### config.mk
export PLATFORM = sky130hd
export DESIGN_NAME = auto_count_ctrl
export DESIGN_NICKNAME = d
export VERILOG_FILES = /design/src/rtl/auto_count_ctrl.sv
export SDC_FILE = /design/constraint.sdc
export NUM_CORES = 1
export LEC_CHECK = 0
export CAP_MARGIN = 25
export CORE_MARGIN = 3
export CORE_UTILIZATION = 30
export CTS_BUF_LIST = sky130_fd_sc_hd__clkbuf_4 sky130_fd_sc_hd__clkbuf_8
export CTS_CLUSTER_SIZE = 28
export DETAILED_ROUTE_END_ITERATION = 8
export GPL_TIMING_DRIVEN = 0
export SLEW_MARGIN = 5
export SYNTH_ARGS = -nofsm -noshare
export SYNTH_HDL_FRONTEND = slang
export SYNTH_SLANG_ARGS = --single-unit
export TNS_END_PERCENT = 100
### constraint.sdc
create_clock -name clk -period 2.5 [get_ports clk]
set_input_delay 0.25 -clock clk [delete_from_list [all_inputs] [get_ports clk]]
set_output_delay 0.25 -clock clk [all_outputs]
set_load 0.005 [all_outputs]
### src/rtl/auto_count_ctrl.sv
// Auto-incrementing/decrementing BCD digit source for the seven-segment decoder.
// A debounced start/stop button drives a two-state run controller; the digit steps once per prescaler period.
//
// state   | meaning
// --------+--------------------------------------------------
// ST_STOP | prescaler held at 0, digit frozen
// ST_RUN  | prescaler free-runs, digit steps on each tick
module auto_count_ctrl #(
    parameter int unsigned TICK_DIV  = 50000000,
    parameter int unsigned DB_CYCLES = 500000,
    parameter int unsigned MAX_VAL   = 9
) (
    input  logic       clk,
    input  logic       rst,
    input  logic       btn_n,
    input  logic       dir,
    input  logic       clr,
    output logic [3:0] count,
    output logic       wrap,
    output logic       running
);

    localparam int unsigned PW = (TICK_DIV > 1) ? $clog2(TICK_DIV) : 1;
    localparam int unsigned DW = (DB_CYCLES > 1) ? $clog2(DB_CYCLES) : 1;
    localparam logic [PW-1:0] PRESC_LAST = PW'(TICK_DIV - 1);
    localparam logic [DW-1:0] DB_LAST    = DW'(DB_CYCLES - 1);
    localparam logic [3:0]    MAX_DIGIT  = 4'(MAX_VAL);

    typedef enum logic {
        ST_STOP = 1'b0,
        ST_RUN  = 1'b1
    } state_t;

    logic          sync1_q;
    logic          sync2_q;
    logic          db_level_q;
    logic          db_level_d;
    logic [DW-1:0] db_cnt_q;
    logic [DW-1:0] db_cnt_d;
    logic          press_q;
    logic          press_d;
    state_t        state_q;
    state_t        state_d;
    logic [PW-1:0] presc_q;
    logic [PW-1:0] presc_d;
    logic [3:0]    count_q;
    logic [3:0]    count_d;
    logic          wrap_q;
    logic          wrap_d;
    logic          tick;

    always_ff @(posedge clk or negedge rst) begin
        if (!rst) begin
            sync1_q <= 1'b1;
            sync2_q <= 1'b1;
        end else begin
            sync1_q <= btn_n;
            sync2_q <= sync1_q;
        end
    end

    // Accept a new level only after DB_CYCLES consecutive differing cycles;
    // only the falling (pressed) acceptance produces an event.
    always_comb begin
        db_level_d = db_level_q;
        db_cnt_d   = '0;
        press_d    = 1'b0;
        if (sync2_q != db_level_q) begin
            if (db_cnt_q == DB_LAST) begin
                db_level_d = sync2_q;
                press_d    = ~sync2_q;
            end else begin
                db_cnt_d = db_cnt_q + DW'(1);
            end
        end
    end

    always_ff @(posedge clk or negedge rst) begin
        if (!rst) begin
            db_level_q <= 1'b1;
            db_cnt_q   <= '0;
            press_q    <= 1'b0;
        end else begin
            db_level_q <= db_level_d;
            db_cnt_q   <= db_cnt_d;
            press_q    <= press_d;
        end
    end

    always_ff @(posedge clk or negedge rst) begin
        if (!rst) begin
            state_q <= ST_STOP;
            presc_q <= '0;
            count_q <= '0;
            wrap_q  <= 1'b0;
        end else begin
            state_q <= state_d;
            presc_q <= presc_d;
            count_q <= count_d;
            wrap_q  <= wrap_d;
        end
    end

    always_comb begin
        state_d = state_q;
        presc_d = '0;
        count_d = count_q;
        wrap_d  = 1'b0;
        tick    = (state_q == ST_RUN) && (presc_q == PRESC_LAST);

        if ((state_q == ST_RUN) && !tick) begin
            presc_d = presc_q + PW'(1);
        end

        if (tick) begin
            if (dir) begin
                if (count_q >= MAX_DIGIT) begin
                    count_d = '0;
                    wrap_d  = 1'b1;
                end else begin
                    count_d = count_q + 4'd1;
                end
            end else begin
                if (count_q == 4'd0) begin
                    count_d = MAX_DIGIT;
                    wrap_d  = 1'b1;
                end else begin
                    count_d = count_q - 4'd1;
                end
            end
        end

        // Clear wins over a coincident tick but leaves the run state alone.
        if (clr) begin
            count_d = '0;
            presc_d = '0;
            wrap_d  = 1'b0;
        end

        if (press_q) begin
            if (state_q == ST_STOP) begin
                state_d = ST_RUN;
            end else begin
                state_d = ST_STOP;
                presc_d = '0;
            end
        end
    end

    assign count   = count_q;
    assign wrap    = wrap_q;
    assign running = (state_q == ST_RUN);

endmodule

==> run_results.csv <==
group,metric,value,unit
outcome,outcome,"finished clean",
floorplanning,die-width,105,um
pwr,leakage,1.23,nW
setup_path,cp-end-kind,"flop",
floorplanning,die_area,11100,um^2
clock_tree,cts_max_path_buffers,2,
floorplanning,rows,35,
cells_and_area,drive_above_1_share,0.0884,
floorplanning,initial_core_util,0.315,
synth,avgSynthCellArea,9.64,um^2
sta,timing.final.crit_share,0.933,
clock_tree,htreeDepth,2,
synth,yosysSeqAreaShare,0.465,
sta,rsz0062_at_grt,"no",
cells_and_area,fin_cells,457,
detailed_routing,drtAntennaViolNets,0,
detailed_routing,post_drt_via_cell_ratio,5.12,
synth,async_reset_ff_frac,1.00,
pwr,peakVddDrop,0.000213,V
synth,synth_edf_count,0,
global_route,antenna_found_initial,0,
placed_design,gp_congestion,0.791,
sta,finalCriticalPeriod,2330,ps
detailed_routing,vias,2340,
synth,yosys.area.top_type,"dfrtp_1",
clock_tree,cts_resized,0,
sta,report.final.slew_viol_count,0,
setup_path,worstPathArrival,2520,ps
cells_and_area,register_area,1380,um^2
sta,tns,0,ps
clock_tree,cts_made_buffers,5,
pwr,share_comb_of_total_power,0.038,
floorplanning,io_pins,11,
placed_design,port_buffers,10,
pwr,total_power,1.46,mW
detailed_routing,drt_pass1_iterations,4,
sta,worst_slew_pin_slew,658,ps
synth,syn_area,2970,um^2
synth,ys_types,48,
clock_tree,clk_pin_slew,110,ps
global_route,grt_usage,0.116,
detailed_routing,routedWlPerCell,13.2,um
placed_design,hpwl,4.26,mm
cells_and_area,multiInputGateArea,1490,um^2
hold_path,min_path_type,"in -> reg",
detailed_routing,routed_wl,6.05,mm
synth,syn_inst,308,
cells_and_area,antenna_cells,0,
sta,timing.slew.headroom,0.558,
detailed_routing,drcViolationCount,0,
sta,max_freq,0.429,GHz
cells_and_area,finalNetCount,338,
synth,synthFlopType,"dfrtp_1",
sta,setup_viol,0,
clock_tree,clock_insertion_delay_worst_skew,310,ps
placed_design,place_inst,448,
detailed_routing,first_iter_violations,99,
cells_and_area,utilization,0.355,
sta,fin_worst_skew,10.8,ps
clock_tree,cts_sinks,55,
setup_path,critPathLaunchType,"flop",
pwr,net-switching-power,0.345,mW
clock_tree,cts_root_buf,"clkbuf_8",
sta,timing_hold_violations_final,0,
synth,yosysWarnings,0,
pwr,switching_share,0.236,
pwr,seqPwrFrac,0.617,
pwr,powerDensity,437,nW/um^2
pwr,clkPwrFrac,0.345,
synth,synth_top_area_frac,0.438,
floorplanning,coreArea,9420,um^2
global_route,grt_pass1_wl,10.8,mm
clock_tree,cts_tree,"built",
global_route,grt_max_degree,35,
floorplanning,die_h,105,um
global_route,grt_pass1_vias,2327,
cells_and_area,fillCellCount,945,
global_route,gr-total-overflow,0,
setup_path,crit_required,2690,ps
flow_run,cap_violations,0,
pwr,intPower,1.11,mW
synth,syn-num-nets,319,
setup_path,critPathMaxFanout,10,
synth,synth_seq_cells,55,
setup_path,crit_type,"reg -> reg",
sta,whs,326,ps
synth,synth_area_leaders,"dfrtp_1 44%, xor2_1 3.8%, nor2_1 3.8%",
cells_and_area,area.growth.synth_to_final,12.6,%
## cells in the final DEF (no fill, tap or decap), types with 2 or more instances in the layout
cell	n
a21oi_1	22
and2_1	2
and3_1	3
and4_1	5
buf_2	5
buf_6	2
clkbuf_1	5
clkbuf_8	5
clkdlybuf4s50_1	9
clkinv_2	2
dfrtp_1	52
dfstp_2	3
ha_1	6
inv_1	8
mux2_2	2
nand2_1	21
nand2b_1	5
nand3_1	18
nand4_1	7
nand4b_1	3
nor2_1	30
nor2b_1	4
nor3_1	6
nor4_1	4
nor4b_1	5
o21ai_0	14
o221ai_1	2
o31ai_1	5
o41ai_1	3
or3_1	14
or4_1	8
or4_4	3
or4b_1	2
xnor2_1	11
xor2_1	13
## cell type report
| type | count | share of cell area |
|---|---|---|
| clock buffers | 5 | 0.0206 |
| repair buffers | 12 | 0.0374 |
| multi-input cells | 232 | 0.445 |
| flip-flops and latches | 55 | 0.413 |
| inverters | 8 | 0.00899 |
| well taps | 129 | 0.0483 |
| plain buffers | 13 | 0.0210 |
| clock inverters | 3 | 0.00562 |
## logic make-up (layout without fill, tap and decap cells)
logic type	after synthesis	in the layout	share of synthesized area
compound gates	55	55	0.116
xor+xnor	24	24	0.0708
fa+ha+maj	6	6	0.0253
buf+inv	21	41	0.0337
flops	55	55	0.465
mux	2	2	0.00759
simple gates	145	145	0.282
## critical path: stages (launching register included)
cell	delay [ps]
dfrtp_1	400
ha_1	290
nand4_4	190
or4_1	610
o21ai_2	330
buf_2	320
a21oi_1	70
## per-stage QoR
step | instance area, um^2 | worst slack, ps
6_report | 3340 | 166
4_1_cts | 3340 | 169
2_1_floorplan | 2970 | 505
3_3_place_gp | 3230 | -560
5_1_grt | 3340 | 6.37
3_5_place_dp | 3240 | 190
## routing by layer
metal	global-route usage	vias to the layer above	part of all wire
li1	-	1158	-
met1	0.157	1140	0.49
met2	0.186	35	0.47
met3	0.0239	7	0.034
met4	0.0394	0	0.012
met5	0	-	0
## synthesized netlist by cell type, types with 2 or more instances
library cell and n:
nand4_1 7, nand4b_1 3, buf_6 2, nor4_1 4
and2_1 2, or3_1 14, nand2b_1 5, nand2_1 21
ha_1 6, inv_1 8, o21ai_0 14, mux2_2 2
a21oi_1 22, nand3_1 18, o221ai_1 2, nor4b_1 5
or4b_1 2, nor2_1 30, dfstp_2 3, and4_1 5
o31ai_1 5, xor2_1 13, nor2b_1 4, or4_1 8
clkbuf_1 5, buf_2 4, nor3_1 6, and3_1 3
or4_4 3, o41ai_1 3, dfrtp_1 52, xnor2_1 11
## state kept, by name, indices dropped and copies added, names as in the netlist
register / flops
press_q: 1
db_cnt_q: 19
wrap: 1
sync2_q: 1
db_level_q: 1
count: 4
sync1_q: 1
presc_q: 26
running: 1
## power by group through the flow
stage	clock network, mW	logic [mW]	registers, mW
3_3_place_gp	0	0.0527	0.918
5_1_grt	0.551	0.0639	0.902
2_1_floorplan	0	0.0222	0.917
4_1_cts	0.520	0.0580	0.900
6_report	0.503	0.0558	0.900
3_5_place_dp	0	0.0563	0.918
## timing repair
item / in CTS / in global routing
endpoints found under the setup margin: 0 / 0
hold buffers: 1 / 0
hold endpoints to repair: 21 / 0
buffers inserted: 0 / 0
## path summary, 6_finish.rpt
check                                start          end  slack [ps]  depth (start not counted)
worst max-delay path            presc_q[0]  presc_q[24]         170                          6
worst min-delay path                 btn_n      sync1_q         330                          1
worst max register to register  presc_q[0]  presc_q[24]         170                          6
worst min register to register     sync1_q      sync2_q         360                          0
max in group asynchronous              rst      sync1_q        1430                          3
min in group asynchronous              rst  presc_q[20]         450                          2
(Power assumes the default switching activity.)
